$ cat src/rtl/cgra_config_loader.sv
// Serializes host configuration words LSB-first onto a PE ConfigCell/const chain.
// Optional CRC-16 readback check of the chain is compiled in by defining CFG_LOADER_VERIFY_EN.
module cgra_config_loader #(
    parameter int unsigned CHAIN_LEN = 46,
    parameter int unsigned WORD_W    = 32,
    parameter int unsigned CNT_W     = 16
) (
    input  logic              Config_Clock,
    input  logic              Config_Reset,
    input  logic              start,
    input  logic [WORD_W-1:0] word_data,
    input  logic              word_valid,
    output logic              word_ready,
    output logic              cfg_data,
    output logic              cfg_shift_en,
    input  logic              cfg_return,
    output logic              busy,
    output logic              done,
    output logic              error
);

    localparam logic [CNT_W-1:0] ChainLen = CNT_W'(CHAIN_LEN);
    localparam logic [CNT_W-1:0] WordLen  = CNT_W'(WORD_W);
    localparam logic [CNT_W-1:0] CntOne   = CNT_W'(1);

    if ((64'(1) << CNT_W) <= 64'(CHAIN_LEN)) begin : g_cnt_w_check
        $error("CNT_W is too narrow to count CHAIN_LEN bits");
    end

`ifdef CFG_LOADER_VERIFY_EN
    typedef enum logic [2:0] {StIdle, StFetch, StShift, StVerify, StDone} state_e;
`else
    typedef enum logic [2:0] {StIdle, StFetch, StShift, StDone} state_e;
`endif

    state_e             state_q;
    logic  [WORD_W-1:0] shift_q;
    logic  [CNT_W-1:0]  word_cnt_q;
    logic  [CNT_W-1:0]  bit_cnt_q;

`ifdef CFG_LOADER_VERIFY_EN
    logic [15:0]      crc_sent_q;
    logic [15:0]      crc_ret_q;
    logic [CNT_W-1:0] vfy_cnt_q;

    function automatic logic [15:0] crc_step(input logic [15:0] crc, input logic bit_in);
        logic fb;
        fb = crc[15] ^ bit_in;
        return {crc[14:0], 1'b0} ^ (fb ? 16'h1021 : 16'h0000);
    endfunction
`else
    logic unused_return;
    assign unused_return = cfg_return;
    assign error         = 1'b0;
`endif

    always_ff @(posedge Config_Clock) begin
        if (Config_Reset) begin
            state_q      <= StIdle;
            shift_q      <= '0;
            word_cnt_q   <= '0;
            bit_cnt_q    <= '0;
            word_ready   <= 1'b0;
            cfg_data     <= 1'b0;
            cfg_shift_en <= 1'b0;
            busy         <= 1'b0;
            done         <= 1'b0;
`ifdef CFG_LOADER_VERIFY_EN
            error        <= 1'b0;
            crc_sent_q   <= 16'hFFFF;
            crc_ret_q    <= 16'hFFFF;
            vfy_cnt_q    <= '0;
`endif
        end else begin
            done <= 1'b0;
            unique case (state_q)
                StIdle: begin
                    if (start) begin
                        state_q    <= StFetch;
                        busy       <= 1'b1;
                        word_ready <= 1'b1;
                        bit_cnt_q  <= '0;
`ifdef CFG_LOADER_VERIFY_EN
                        error      <= 1'b0;
                        crc_sent_q <= 16'hFFFF;
`endif
                    end
                end

                StFetch: begin
                    // Bit 0 goes straight to cfg_data so the first SHIFT cycle already presents it.
                    if (word_valid) begin
                        state_q      <= StShift;
                        word_ready   <= 1'b0;
                        shift_q      <= word_data >> 1;
                        cfg_data     <= word_data[0];
                        cfg_shift_en <= 1'b1;
                        word_cnt_q   <= CntOne;
                        bit_cnt_q    <= bit_cnt_q + CntOne;
                    end
                end

                StShift: begin
`ifdef CFG_LOADER_VERIFY_EN
                    crc_sent_q <= crc_step(crc_sent_q, cfg_data);
`endif
                    if (bit_cnt_q == ChainLen) begin
`ifdef CFG_LOADER_VERIFY_EN
                        // The cfg_data flop joins the ring, so CHAIN_LEN+1 rotations restore the chain.
                        state_q   <= StVerify;
                        cfg_data  <= cfg_return;
                        vfy_cnt_q <= '0;
                        crc_ret_q <= 16'hFFFF;
`else
                        state_q      <= StDone;
                        cfg_data     <= 1'b0;
                        cfg_shift_en <= 1'b0;
                        busy         <= 1'b0;
                        done         <= 1'b1;
`endif
                    end else if (word_cnt_q == WordLen) begin
                        state_q      <= StFetch;
                        word_ready   <= 1'b1;
                        cfg_data     <= 1'b0;
                        cfg_shift_en <= 1'b0;
                    end else begin
                        cfg_data   <= shift_q[0];
                        shift_q    <= shift_q >> 1;
                        word_cnt_q <= word_cnt_q + CntOne;
                        bit_cnt_q  <= bit_cnt_q + CntOne;
                    end
                end

`ifdef CFG_LOADER_VERIFY_EN
                StVerify: begin
                    if (vfy_cnt_q != ChainLen) begin
                        cfg_data  <= cfg_return;
                        crc_ret_q <= crc_step(crc_ret_q, cfg_return);
                        vfy_cnt_q <= vfy_cnt_q + CntOne;
                    end else begin
                        state_q      <= StDone;
                        error        <= (crc_sent_q != crc_ret_q);
                        cfg_data     <= 1'b0;
                        cfg_shift_en <= 1'b0;
                        busy         <= 1'b0;
                        done         <= 1'b1;
                    end
                end
`endif

                StDone: begin
                    state_q <= StIdle;
                end

                default: begin
                    state_q      <= StIdle;
                    word_ready   <= 1'b0;
                    cfg_data     <= 1'b0;
                    cfg_shift_en <= 1'b0;
                    busy         <= 1'b0;
                end
            endcase
        end
    end

endmodule

$ cat config.mk
export PLATFORM = sky130hd
export DESIGN_NAME = cgra_config_loader
export DESIGN_NICKNAME = d
export VERILOG_FILES = /design/src/rtl/cgra_config_loader.sv
export SDC_FILE = /design/constraint.sdc
export NUM_CORES = 1
export LEC_CHECK = 0
export BUFFER_PORTS_ARGS = -buffer_cell sky130_fd_sc_hd__buf_2
export CAP_MARGIN = 30
export CORE_MARGIN = 2
export CORE_UTILIZATION = 50
export CTS_CLUSTER_DIAMETER = 40
export DETAILED_ROUTE_END_ITERATION = 16
export MAX_ROUTING_LAYER = met4
export PLACE_DENSITY = 0.74
export SYNTH_ARGS = -nofsm -noshare
export SYNTH_HDL_FRONTEND = slang
export SYNTH_SLANG_ARGS = --single-unit
$ cat constraint.sdc
create_clock -name Config_Clock -period 2.39 [get_ports Config_Clock]
set_input_delay 0.1195 -clock Config_Clock [delete_from_list [all_inputs] [get_ports Config_Clock]]
set_output_delay 0.1195 -clock Config_Clock [all_outputs]
set_load 0.02 [all_outputs]
* Yosys cells after proc, flatten, opt, wreduce, memory -nomap -nowiden *
Index checks and enable logic that the tools add are counted.

word-level totals
  output and inout port bits = 6
  register bits after elaboration = 72

cells by class
  multiplexer cells = 34
  bitwise gates (word level) = 4
  reduce and logical (&&, ||, !) cells = 13
  equal/unequal tests = 12
  add/sub/neg operators = 2

operators by type and width
  kind                     number
  $mux W16                 7
  $mux W32                 3
  $pmux W32 S2             1
  $pmux W16 S3             1
  $add A16 B1 Y16 const B  2
  $eq A16 B6 Y1 const B    2
  $pmux W16 S2             1
  $mux W1                  12
  $mux W3                  4
  $ne A2 B2 Y1 const B     6
  $reduce_and A5 Y1        2
  $pmux W1 S3              3
  $pmux W3 S3              1
  $reduce_and A3 Y1        3
  $eq A3 B2 Y1 const B     2
  $reduce_or A2 Y1         3
  $not A1 Y1               4
  $pmux W1 S4              1
  $reduce_and A4 Y1        1
  $eq A3 B1 Y1 const B     1
  $logic_not A3 Y1         1
  $ne A3 B3 Y1 const B     1
  $reduce_bool A3 Y1       1
  $reduce_and A2 Y1        1
  $reduce_bool A2 Y1       1

* Longest topological paths before layout *
  depth in word-level cells = 4
  mapped depth = 11

* Worst setup path before layout *
Ideal clock, no wire load.

  kind = flip-flop to flip-flop
  start = register state_q[0]
  end = register word_cnt_q[10]
  data required time = 2.262 ns
  setup slack = 0.221 ns
  cell stages (with the launch flop) = 10
  setup time = 0.128 ns
  path buffers = 2
  arrival time = 2.042 ns
  cell sequence = dfxtp_1 inv_1 ha_1 buf_4 inv_1 buf_6 or4_4 nor4b_4 xnor2_1 nor2_1

on the way
  longest elaborated chain between the ends = 3
  elaborated cells on any way between the ends = 8
  those cells by class = eq/ne (5); mux (1); reduce/logical (2)

ends and longest elaborated chain
  element                                                              RTL line  RTL
  start, declared                                                      36        state_e state_q;
  start signal, assigned                                               59        state_q <= StIdle;
  start signal, assigned                                               79        state_q <= StFetch;
  start signal, assigned                                               93        state_q <= StShift;
  $eq A3 B2 Y1 / $eq A3 B1 Y1 (equally long branches)                  76        unique case (state_q)
  $ne A2 B2 Y1 (no line) / $reduce_bool A2 Y1 (equally long branches)  --
  $reduce_and A4 Y1 (no line)                                          --
  end signal, assigned                                                 98        word_cnt_q <= CntOne;
  end signal, assigned                                                 129       word_cnt_q <= word_cnt_q + CntOne;
  end, declared                                                        38        logic [CNT_W-1:0] word_cnt_q;

Several ways; a longest one is shown, not always the timed one.
A chain may end at the register's enable or synchronous reset.

* Worst setup path after layout *
  start = register state_q[0]
  end = register word_cnt_q[15]

Same word-level chain as after synthesis.

==> run_results.csv <==
group,metric,value,unit
cells_and_area,finish.cell_count_without_fillers,543,
yosys,synth-seq-cells,70,
routing,viasPerCell,5.62,
yosys,synth_most_common_cell,"sky130_fd_sc_hd__dfxtp_1",
clock_tree,cts_htree_levels,3,
grt,grt_pass1_vias,2837,
yosys,synth.net_count,446,
place,placed_cell_area,3980,µm²
clock_tree,clock_tree.buffer_depth,2,
critical_path,slowest_stage,"sky130_fd_sc_hd__or4_4",
die,site_row_count,31,
timing,setup-tns-final,0,ns
clock_tree,cts_root_buffer_type,"sky130_fd_sc_hd__clkbuf_8",
critical_path,cp.depth,7,
timing,setup_viol,0,
clock_tree,cts-hold-fix-buffers,0,
cells_and_area,num-fill-cells,636,
clock_tree,worst_setup_hold_path_clk_slew,0.08,ns
place,pre_cts_slack,0.0675,ns
clock_tree,cts_tree,"built",
clock_tree,cts_buffers,9,
critical_path,setup.worst_path.class,"flip-flop to flip-flop",
yosys,synthArstFlopShare,0,%
critical_path,startpoint_of_the_worst_setup_timing_path,"state_q[0]",
timing,final.period_utilization,92.0,%
critical_path,cp_data_arrival_time,2.44,ns
power_and_ir_drop,power_density,1170,nW/µm²
cells_and_area,fin_util,59.7,%
routing,dr_total_vias,3051,
yosys,syn_area_per_cell,9.27,µm²
routing,routed_wire_length_per_instance,14.4,µm
status,status,"completed",
hold_path,kind_of_path_behind_the_tightest_hold_check,"primary input to flip-flop",
timing,final.setup_skew,0.00945,ns
yosys,ys.flop_type,"sky130_fd_sc_hd__dfxtp_1",
yosys,netlist-cell-type-count,58,
die,start_util,51.4,%
clock_tree,clk_latency,0.34,ns
die,dieArea,8120,µm²
critical_path,setup.worst_path.end_class,"flip-flop",
yosys,synth_area_leader_cell,"sky130_fd_sc_hd__dfxtp_1",
timing,fmaxAchievable,455,MHz
power_and_ir_drop,power,5.04,mW
critical_path,worst_path_most_repeated_cell,"sky130_fd_sc_hd__inv_1",
critical_path,setup.reg_to_reg.worst_slack,0.19,ns
flow_run,max_cap_violations,0,
yosys,yosys.area.top_type_share,37.8,%
yosys,synthTopCellsByArea,"sky130_fd_sc_hd__dfxtp_1, sky130_fd_sc_hd__mux2i_1, sky130_fd_sc_hd__a211oi_1",
cells_and_area,flow.area_growth_from_synthesis,16.3,%
critical_path,path_max_fanout,6,
timing,timing.final.hold_violations,0,
timing,report.final.slew_viol_count,0,
yosys,synth_enable_flop_cells,0,
grt,grt_antenna_before_repair,0,
grt,grt_pass1_wl,13700,µm
place,post-place-cells,524,
critical_path,crit_buf_inv,2,
critical_path,reg2reg_depth,7,
grt,global_route.usage.total,20.8,%
critical_path,cp_data_required_time,2.63,ns
yosys,synth.yosys.seq_area_share,37.8,%
die,die_width,90.1,µm
cells_and_area,finalNetCount,485,
die,die-height,90.1,µm
place,placement.io_buffers,40,
critical_path,cp_top_family,"simple AND/OR/NAND/NOR gates",
power_and_ir_drop,p_leak,1.49,nW
grt,grt_max_degree,41,
routing,dr.pass1.iters,5,
power_and_ir_drop,ir_drop,0.688,mV
timing,worst_slew_pin_slew,0.735,ns
yosys,mappedNetlistArea,3710,µm²
die,design.core.area,7210,µm²
critical_path,critPathLaunchType,"flip-flop",
cells_and_area,insertedDiodeCount,0,
timing,worst_slew_margin_rel,51.0,%
timing,setup_ws,0.190,ns
routing,drt_iter0_markers,134,
hold_path,min-delay-start,"word_data[31]",
yosys,ys_top_cells_by_count,"sky130_fd_sc_hd__dfxtp_1, sky130_fd_sc_hd__nor2_1, sky130_fd_sc_hd__mux2i_1",
critical_path,worst_path_largest_cell_delay,0.62,ns
cells_and_area,fin_area,4310,µm²
hold_path,min_path_cells,3,
grt,total_congestion_overflow_after_global_routing,0,
critical_path,cp_cell_sequence,"inv_1 > ha_1 > inv_1 > or4_4 > nor4b_4 > xnor2_1 > nor2_1",
place,dp.final_hpwl,5490,µm
die,io-pin-count,43,
routing,final_antenna_net_count,0,
routing,route.final.wire_length,7810,µm
routing,route.detailed.drc,0,
cells_and_area,final_layout_size_suffix_gt1_share,23.4,%
timing,worst_hold_slack,0.0914,ns
clock_tree,cts.sink_count,70,
place,finalWeightedCongestion,0.843,
timing,grt_setup_unrepaired,"no",
yosys,syn_inst,400,
critical_path,worst_r2r_startpoint,"state_q[0]",
yosys,yosys_warnings,0,
timing,timing.final.crit_period,2.20,ns
layout make-up:
class                   count  area [µm²]  area share (%)
clock buffers               9         124            2.87
multi-input cells         293        2120            49.2
well taps                  99         124            2.87
repair buffers             54         330            7.66
flip-flops and latches     70        1400            32.5
clock inverters             7         168            3.89
inverters                  11        41.3           0.958
per-layer routing:
metal  routed length, µm  global-route usage [%]  part of all wire (%)  up-vias
li1                    -                       -                     -     1555
met1                3780                    28.1                    48     1427
met2                3620                    31.8                    46       65
met3                 373                    5.36                   4.8        4
met4                  40                    4.10                  0.51        0
met5                   0                       -                     0        -
registers in the layout (all words and copies together), names as in the netlist:
signal and count:
busy 1, state_q 2, shift_q 31, word_cnt_q 16, bit_cnt_q 16, word_ready 1, done 1, cfg_data 1
cfg_shift_en 1
path summary, 6_finish.rpt:
check,end
setup / recovery,word_cnt_q[15]
hold / removal,shift_q[30]
setup reg to reg,word_cnt_q[15]
hold reg to reg,shift_q[30]
cells in the final DEF, fill, tap and decap left out, drive strengths merged, types with 8 or more instances in the layout:
cell | netlist | layout
ha | 9 | 9
or3 | 8 | 8
mux2i | 30 | 30
dfxtp | 70 | 70
xnor2 | 8 | 8
nand3 | 10 | 10
o21ai | 15 | 15
nand4 | 10 | 10
inv | 11 | 13
nand2 | 15 | 15
clkbuf | 8 | 9
nor2 | 54 | 54
buf | 18 | 54
or4 | 10 | 10
nor3 | 10 | 10
a21oi | 27 | 27
a211oi | 35 | 35
report_power, final:
| part | leakage [nW] | switching (mW) | internal, mW |
|---|---|---|---|
| clock | 0.144 | 0.465 | 0.912 |
| combinational | 0.770 | 1.24 | 0.879 |
| sequential | 0.572 | 0.147 | 1.40 |
timing repair:
item                                    in CTS  in global routing
endpoints found under the setup margin       0                 37
buffers inserted                             0                  3
resized for setup                            0                  4
endpoints found under the hold margin        0                  0
worst reg2reg max path, stage by stage, from the launching register on:
cell	delay (ns)
sky130_fd_sc_hd__dfxtp_1	0.43
sky130_fd_sc_hd__inv_1	0.11
sky130_fd_sc_hd__ha_1	0.33
sky130_fd_sc_hd__inv_1	0.11
sky130_fd_sc_hd__or4_4	0.62
sky130_fd_sc_hd__nor4b_4	0.30
sky130_fd_sc_hd__xnor2_1	0.14
sky130_fd_sc_hd__nor2_1	0.05
cells by family (layout without fill, tap and decap cells):
group           count (synthesis)  count (layout)  synth area share [%]
simple gates                  152             152                  25.7
mux                            30              30                  8.10
buf+inv                        37              81                  5.57
compound gates                 92              92                  17.5
fa+ha+maj                       9               9                  3.04
flops                          70              70                  37.8
xor+xnor                        9               9                  2.13
other cells                     1               1                 0.101
(Power assumes the default switching activity.)
